$ cat src/rtl/fetch_seq_pkg.sv
// Shared types and width helpers for the fetch sequencer and its counters.
package fetch_seq_pkg;

  typedef enum logic [1:0] {
    S_RESET,
    S_RUN,
    S_FENCE
  } fetch_seq_state_t;

  localparam int IQ_DEPTH_DEF     = 8;
  localparam int MAX_INFLIGHT_DEF = 4;

  // Bits needed to hold a count in 0..n inclusive.
  function automatic int ctr_w(input int n);
    return $clog2(n + 1);
  endfunction

endpackage

$ cat src/rtl/fetch_sequencer_if.sv
// Control/handshake bundle between the fetch sequencer and its neighbours
// (fetch PC block, imem port, instruction queue, backend).
interface fetch_sequencer_if;
  logic flush;
  logic halt;
  logic fence_req;
  logic imem_resp;
  logic iq_deq;
  logic do_fetch;
  logic resp_valid;
  logic fence_done;
  logic busy;

  modport master (
    output flush, halt, fence_req, imem_resp, iq_deq,
    input  do_fetch, resp_valid, fence_done, busy
  );

  modport slave (
    input  flush, halt, fence_req, imem_resp, iq_deq,
    output do_fetch, resp_valid, fence_done, busy
  );
endinterface

$ cat src/rtl/updown_ctr.sv
// Loadable up/down counter; load wins over the inc/dec step.
module updown_ctr #(
  parameter int             W       = 4,
  parameter int             STEP_W  = 1,
  parameter logic [W-1:0]   RST_VAL = '0
) (
  input  logic              clk,
  input  logic              rst,
  input  logic [STEP_W-1:0] inc,
  input  logic [STEP_W-1:0] dec,
  input  logic              load,
  input  logic [W-1:0]      load_val,
  output logic [W-1:0]      q
);

  always_ff @(posedge clk or posedge rst) begin
    if (rst)       q <= RST_VAL;
    else if (load) q <= load_val;
    else           q <= q + W'(inc) - W'(dec);
  end

endmodule

$ cat src/rtl/fetch_sequencer.sv
// Decides each cycle whether fetch issues an imem request, tracks in-flight
// responses and silently drops those belonging to a squashed path.
module fetch_sequencer
  import fetch_seq_pkg::*;
#(
  parameter int IQ_DEPTH     = IQ_DEPTH_DEF,
  parameter int MAX_INFLIGHT = MAX_INFLIGHT_DEF
) (
  input logic              clk,
  input logic              rst,
  fetch_sequencer_if.slave bus
);

  localparam int                CRED_W    = ctr_w(IQ_DEPTH);
  localparam int                INFL_W    = ctr_w(MAX_INFLIGHT);
  localparam logic [CRED_W-1:0] CRED_FULL = CRED_W'(IQ_DEPTH);
  localparam logic [INFL_W-1:0] INFL_MAX  = INFL_W'(MAX_INFLIGHT);

  fetch_seq_state_t  state_q;
  logic [CRED_W-1:0] credits;
  logic [INFL_W-1:0] inflight;
  logic [INFL_W-1:0] drop_cnt;
  logic [INFL_W-1:0] infl_after_resp;
  logic [1:0]        cred_inc;
  logic              issue;
  logic              drop;
  logic              dropping;
  logic              fence_done_w;

  assign dropping        = drop_cnt != '0;
  assign issue           = (state_q == S_RUN) & ~bus.fence_req & ~bus.flush & ~bus.halt
                         & (credits != '0) & (inflight != INFL_MAX);
  assign drop            = bus.imem_resp & (bus.flush | dropping);
  assign infl_after_resp = inflight - INFL_W'(bus.imem_resp);
  assign fence_done_w    = (state_q == S_FENCE) & (inflight == '0) & ~dropping;

  assign bus.do_fetch   = issue;
  assign bus.resp_valid = bus.imem_resp & ~drop;
  assign bus.fence_done = fence_done_w;
  assign bus.busy       = inflight != '0;

  // On flush the IQ is cleared, so dequeues are meaningless and every
  // request still outstanding owns a credit until its stale response drains.
  assign cred_inc = bus.flush ? 2'd0 : 2'(bus.iq_deq) + 2'(drop);

  updown_ctr #(.W(CRED_W), .STEP_W(2), .RST_VAL(CRED_FULL)) u_credits (
    .clk      (clk),
    .rst      (rst),
    .inc      (cred_inc),
    .dec      (2'(issue)),
    .load     (bus.flush),
    .load_val (CRED_FULL - CRED_W'(infl_after_resp)),
    .q        (credits)
  );

  // issue is already 0 during a flush, so no load is needed here.
  updown_ctr #(.W(INFL_W), .STEP_W(1), .RST_VAL('0)) u_inflight (
    .clk      (clk),
    .rst      (rst),
    .inc      (issue),
    .dec      (bus.imem_resp),
    .load     (1'b0),
    .load_val ('0),
    .q        (inflight)
  );

  updown_ctr #(.W(INFL_W), .STEP_W(1), .RST_VAL('0)) u_drop_cnt (
    .clk      (clk),
    .rst      (rst),
    .inc      (1'b0),
    .dec      (bus.imem_resp & dropping),
    .load     (bus.flush),
    .load_val (infl_after_resp),
    .q        (drop_cnt)
  );

  always_ff @(posedge clk or posedge rst) begin
    if (rst) begin
      state_q <= S_RESET;
    end else begin
      case (state_q)
        S_RESET: state_q <= S_RUN;
        S_RUN:   if (bus.fence_req) state_q <= S_FENCE;
        S_FENCE: if (fence_done_w)  state_q <= S_RUN;
        default: state_q <= S_RESET;
      endcase
    end
  end

endmodule
$ cat src/flat_wrapper.sv
// flat-port wrapper written by rule: the top's interface ports become plain ports
module fetch_sequencer_flat import fetch_seq_pkg::*;
#(
  parameter int IQ_DEPTH     = IQ_DEPTH_DEF,
  parameter int MAX_INFLIGHT = MAX_INFLIGHT_DEF
)
  (clk, rst, bus_flush, bus_halt, bus_fence_req, bus_imem_resp, bus_iq_deq, bus_do_fetch, bus_resp_valid, bus_fence_done, bus_busy);
  fetch_sequencer_if bus_i ();
  input logic clk;
  input logic rst;
  input wire logic [$bits(bus_i.flush)-1:0] bus_flush;
  input wire logic [$bits(bus_i.halt)-1:0] bus_halt;
  input wire logic [$bits(bus_i.fence_req)-1:0] bus_fence_req;
  input wire logic [$bits(bus_i.imem_resp)-1:0] bus_imem_resp;
  input wire logic [$bits(bus_i.iq_deq)-1:0] bus_iq_deq;
  output wire logic [$bits(bus_i.do_fetch)-1:0] bus_do_fetch;
  output wire logic [$bits(bus_i.resp_valid)-1:0] bus_resp_valid;
  output wire logic [$bits(bus_i.fence_done)-1:0] bus_fence_done;
  output wire logic [$bits(bus_i.busy)-1:0] bus_busy;
  assign bus_i.flush = bus_flush;
  assign bus_i.halt = bus_halt;
  assign bus_i.fence_req = bus_fence_req;
  assign bus_i.imem_resp = bus_imem_resp;
  assign bus_i.iq_deq = bus_iq_deq;
  assign bus_do_fetch = bus_i.do_fetch;
  assign bus_resp_valid = bus_i.resp_valid;
  assign bus_fence_done = bus_i.fence_done;
  assign bus_busy = bus_i.busy;
  fetch_sequencer #(.IQ_DEPTH(IQ_DEPTH), .MAX_INFLIGHT(MAX_INFLIGHT)) u_core (.clk(clk), .rst(rst), .bus(bus_i));
endmodule
$ cat config.mk
export PLATFORM = sky130hd
export DESIGN_NAME = fetch_sequencer_flat
export DESIGN_NICKNAME = d
export VERILOG_FILES = /design/src/rtl/fetch_seq_pkg.sv /design/src/rtl/fetch_sequencer_if.sv /design/src/rtl/updown_ctr.sv /design/src/rtl/fetch_sequencer.sv /design/src/flat_wrapper.sv
export SDC_FILE = /design/constraint.sdc
export NUM_CORES = 1
export LEC_CHECK = 0
export CORE_MARGIN = 2
export CORE_UTILIZATION = 45
export DETAILED_ROUTE_END_ITERATION = 7
export PLACE_DENSITY_LB_ADDON = 0.12
export SLEW_MARGIN = 20
export SYNTH_ARGS = -nofsm -noshare
export SYNTH_HDL_FRONTEND = slang
export SYNTH_SLANG_ARGS = --single-unit
$ cat constraint.sdc
create_clock -name clk -period 3.6 [get_ports clk]
set_input_delay 0.72 -clock clk [delete_from_list [all_inputs] [get_ports clk]]
set_output_delay 0.72 -clock clk [all_outputs]
set_load 0.01 [all_outputs]
======== Word-level counts from Yosys, hierarchy flattened ========
Cells that the tools add are included.
storage, ports and cells
  register bits after elaboration ......... 12
  input bits .............................. 7
  logic and storage cells ................. 45
cells by class
  add/sub/neg operators ................... 8
  equal/unequal tests ..................... 5
  mux-type cells .......................... 6
  bitwise logic cells ..................... 16
  reductions and logical operators ........ 6
operators with widths
  operator                                                           count
  1-bit AND                                                          10
  3-bit by 1-bit subtractor with 3-bit output                        3
  2-bit 2-to-1 mux                                                   3
  2-bit one-hot mux with 3 select lines                              1
  3-bit nonzero test                                                 2
  1-bit inverter                                                     5
  4-bit by 2-bit adder with 4-bit output                             1
  4-bit 2-to-1 mux                                                   1
  2-bit != test, second input constant                               2
  4-bit nonzero test                                                 1
  4-bit by 1-bit subtractor with 4-bit output                        1
  4-bit by 3-bit subtractor with 4-bit output, first input constant  1
  3-bit by 1-bit adder with 3-bit output                             1
  3-bit zero test                                                    1
  3-bit 2-to-1 mux                                                   1
  3-bit != test, second input constant                               1
  1-bit by 1-bit adder with 2-bit output                             1
  2-bit by 1-bit == test with 1-bit output, second input constant    1
  2-bit == test, second input constant                               1
  2-bit zero test                                                    1
  2-bit AND reduction                                                1
  1-bit OR                                                           1

======== Depth between registers and ports, before layout ========
  word-level depth ........................ 8
  depth in mapped cells ................... 13
  gate-level depth less buffers ........... 13

======== Modules after synthesis ========
From an unflattened synthesis, not the netlist that was laid out.
unflattened totals
  cell total of the unflattened synthesis .. 96
  area, all modules ....................... 982.2 um^2
modules (own cells, without submodules)
  module                               times used  cells each  area each (um^2)
  updown_ctr at u_core.u_drop_cnt ...  2           15          195.2
  updown_ctr at u_core.u_credits       1           33          319.1
  fetch_sequencer                      1           33          272.8

======== Worst setup path before layout ========
Ideal clock, no wire load.
  path type ............................... in2reg
  start ................................... in bus_flush
  end ..................................... reg u_core.u_credits.q[2]
  library setup time ...................... 0.138 ns
  data arrival time ....................... 2.732 ns
  slack ................................... 0.730 ns
  stages .................................. 12
  path buffers ............................ 1
  cell sequence ........................... buf_2 > nor3_1 > nand3b_1 > a221oi_1 > ha_1 > inv_1 > ha_1 > inv_1 > fa_1 > xnor2_1 > nor2_1 > a21oi_1
on the way
  longest elaborated chain between the ends .. 7
ends and longest elaborated chain
  what                                         line                   text
  start: declaration                           flat_wrapper.sv:11     input wire logic [$bits(bus_i.flush)-1:0] bus_flush;
  1-bit inverter                               fetch_sequencer.sv:31  assign issue = (state_q == S_RUN) & ~bus.fence_req & ~bus.flush & ~bus.halt
  1-bit AND (2 in a row)                       fetch_sequencer.sv:31
  1-bit AND (2 in a row)                       fetch_sequencer.sv:32  & (credits != '0) & (inflight != INFL_MAX);
  named net bus_do_fetch                       flat_wrapper.sv:16     output wire logic [$bits(bus_i.do_fetch)-1:0] bus_do_fetch;
  4-bit by 1-bit subtractor with 4-bit output  updown_ctr.sv:19       else q <= q + W'(inc) - W'(dec);
  4-bit 2-to-1 mux                             updown_ctr.sv:18       else if (load) q <= load_val;
  end signal: assignment                       updown_ctr.sv:18
  end signal: assignment                       updown_ctr.sv:19
  end: declaration                             updown_ctr.sv:13       output logic [W-1:0] q
The timed path passes the listed nets, and every way through them passes these cells.
A chain may end at the register's enable or synchronous reset.

======== Worst setup path after layout ========
  start ................................... in bus_flush
  end ..................................... out bus_do_fetch
on the way
  longest elaborated chain between the ends .. 5
ends and longest elaborated chain
  what                    line
  1-bit inverter          fetch_sequencer.sv:31
  1-bit AND (2 in a row)  fetch_sequencer.sv:31
  1-bit AND (2 in a row)  fetch_sequencer.sv:32
  end: declaration        flat_wrapper.sv:16
Every way passes these cells.

==> flow_metrics.env <==
export IMPL_status="finished clean"
export IMPL_routed_wl_mm=1.61
export IMPL_path_buf_inv=2
export IMPL_tns_ns=0
export IMPL_placedCellCount=127
export IMPL_antenna_found_initial=0
export IMPL_firstDrtPassIters=3
export IMPL_synth_area_leaders="dfrtp_1, ha_1, inv_1"
export IMPL_post_route_period_util_pct=90.7
export IMPL_cp_common_cell="clkdlybuf4s50_1"
export IMPL_nFillCells=181
export IMPL_ys_flop_type="dfrtp_1"
export IMPL_hold_end="u_core.state_q[1]"
export IMPL_synth_common_cells="inv_1, ha_1, dfrtp_1"
export IMPL_hpwl_mm=1.33
export IMPL_hold_viol_final=0
export IMPL_irDropWorstVdd_mv=0.366
export IMPL_n_antenna_cell=0
export IMPL_ys_warnings_count=0
export IMPL_arrival_ns=2.55
export IMPL_yosysTopAreaCellShare_pct=30.9
export IMPL_syn_nets=114
export IMPL_ctsHoldBuffers=0
export IMPL_syn_to_final_growth_pct=17.8
export IMPL_ioPinCount=11
export IMPL_die_height_um=48.5
export IMPL_cp_required_ns=2.88
export IMPL_start_util_pct=46.4
export IMPL_yosysMostFrequentCell="inv_1"
export IMPL_post_cts_setup_buffer_count=0
export IMPL_clk_latency_ns=0.27
export IMPL_overflow=0
export IMPL_vias=641
export IMPL_crit_type="in2out"
export IMPL_rr_worst_depth=13
export IMPL_startpoint_type="input port"
export IMPL_ant_nets=0
export IMPL_setup_violations=0
export IMPL_cp_max_fo=9
export IMPL_clock_fmax_mhz=306
export IMPL_post_route_min_period_ns=3.27
export IMPL_cts_tree="yes"
export IMPL_seq_area_um2=302
export IMPL_path_cells="clkdlybuf4s50_1 -> nor3_1 -> nand3b_1 -> a221oi_1 -> clkdlybuf4s50_1"
export IMPL_slew_viol_final=0
export IMPL_ctsResizeCount=0
export IMPL_drive_gt1_share_pct=7.69
export IMPL_drc_errors=0
export IMPL_crit_slowest_cell="clkdlybuf4s50_1"
export IMPL_nets=128
export IMPL_synth_seq_cells=12
export IMPL_ys_async_sr_fraction_pct=100
export IMPL_r2r_slack_ns=0.99
export IMPL_seq_area_frac_synth_pct=33.8
export IMPL_multi_input_area_um2=520
export IMPL_dieArea_mm2=0.00235
export IMPL_worstHoldPathCells=1
export IMPL_min_path_type="reg2reg"
export IMPL_htree_num_levels=1
export IMPL_first_iter_violations=4
export IMPL_grt_pass1_vias=661
export IMPL_rsz0062_at_grt="no"
export IMPL_hp_start="u_core.state_q[1]"
export IMPL_syn_area_per_cell_um2=9.79
export IMPL_r2r_end="u_core.u_credits.q[2]"
export IMPL_port_buffers=10
export IMPL_synth_cell_types=33
export IMPL_clkTransAtPathRegs_ns=0.07
export IMPL_drt_wirelength_per_cell_um=12.3
export IMPL_worstMarginPinSlew_ns=0.463
export IMPL_clk_path_buf_depth=2
export IMPL_clkSinkCount=12
export IMPL_rows=16
export IMPL_clock_root_buffer="clkbuf_4"
export IMPL_cts_buffers=3
export IMPL_crit_family="buffers and inverters"
export IMPL_r2r_start="u_core.u_drop_cnt.q[0]"
export IMPL_core_area_mm2=0.00192
export IMPL_slew_headroom_pct=69.1
export IMPL_grt_usage_pct=16.6
export IMPL_leakage_nw=0.495
export IMPL_cpPeakStageDelay_ns=0.61
export IMPL_gp_congestion=0.768
export IMPL_finClkSkew_ns=0.00528
export IMPL_instances_no_fill=131
export IMPL_via_per_inst=4.89
export IMPL_cap_violations=0
export IMPL_syn_area_um2=891
export IMPL_fin_util_pct=54.6
export IMPL_fp_dieW_um=48.5
export IMPL_synth_edf_count=0
export IMPL_grt_first_pass_wirelength_mm=3.00
export IMPL_synth_area_leader_cell="dfrtp_1"
export IMPL_power_density_mw_per_mm2=750
export IMPL_synthCells=91
export IMPL_grt_max_degree=13
export IMPL_crit_path_end_kind="primary output"
-- where the power goes --
part	internal, mW	switching [mW]
logic	0.215	0.214
clock network	0.0429	0.0460
registers	0.210	0.0594
total	0.468	0.319
-- how the worst max path moves through the flow --
stage,startpoint,slack (ns),endpoint,cells after the start
final,bus_flush,0.33,bus_do_fetch,5
after global routing,bus_flush,0.21,bus_do_fetch,5
after CTS,bus_flush,0.33,bus_do_fetch,5
after detailed placement,bus_flush,0.34,bus_do_fetch,5
after global placement,bus_flush,0.40,bus_do_fetch,5
after floorplan,bus_flush,0.73,u_core.u_credits.q[2],12
-- cell type report --
cell class	instances	share of cell area [%]
Clock buffer	4	2.50
Inverter	16	5.72
Multi-Input combinational cell	61	49.6
Sequential cell	12	28.7
Tap cell	27	3.22
Timing Repair Buffer	11	10.3
-- stage by stage --
step / power (mW) / setup WS [ns] / cell area (µm²) / hold WS (ns)
after floorplan: 0.599 / 0.730 / 891 / 0.445
after detailed placement: 0.709 / 0.341 / 1020 / 0.505
after CTS: 0.805 / 0.327 / 1050 / 0.518
after global placement: 0.702 / 0.405 / 1020 / 0.509
after global routing: 0.892 / 0.207 / 1050 / 0.569
final: 0.788 / 0.335 / 1050 / 0.522
-- cell usage in the layout (no fill, tap or decap), types with 2 or more instances in the layout --
master	n
nand2_1	2
and2_1	2
nand2b_1	3
nor3_1	2
xnor2_1	5
a21oi_1	4
clkbuf_4	3
nor2_1	6
dfrtp_1	11
ha_1	14
fa_1	2
mux2i_1	2
nor2b_1	2
clkdlybuf4s50_1	10
inv_1	16
-- cell families after synthesis --
logic type / Yosys count / share of synthesized area, %
AND/OR/NAND/NOR: 27 / 18.8
buffers and inverters: 18 / 7.72
adder cells (fa/ha/maj): 16 / 24.2
flip-flops: 12 / 33.8
AO/OA/AOI/OAI: 10 / 7.30
XOR/XNOR: 6 / 5.90
multiplexers: 2 / 2.25
-- registers in the layout, summed over array words and instances, names as in the netlist --
signal               cells
u_core.u_credits.q       4
u_core.u_drop_cnt.q      3
u_core.state_q           2
u_core.u_inflight.q      3
-- routing by layer --
metal | vias up | part of all wire, % | global-route usage (%)
met5 | - | 0 | 0
met4 | 0 | 1.5 | 10.0
met3 | 4 | 2.4 | 3.09
met2 | 7 | 50 | 26.9
met1 | 298 | 46 | 20.8
li1 | 332 | - | -
Power figures use the tool's default switching activity.
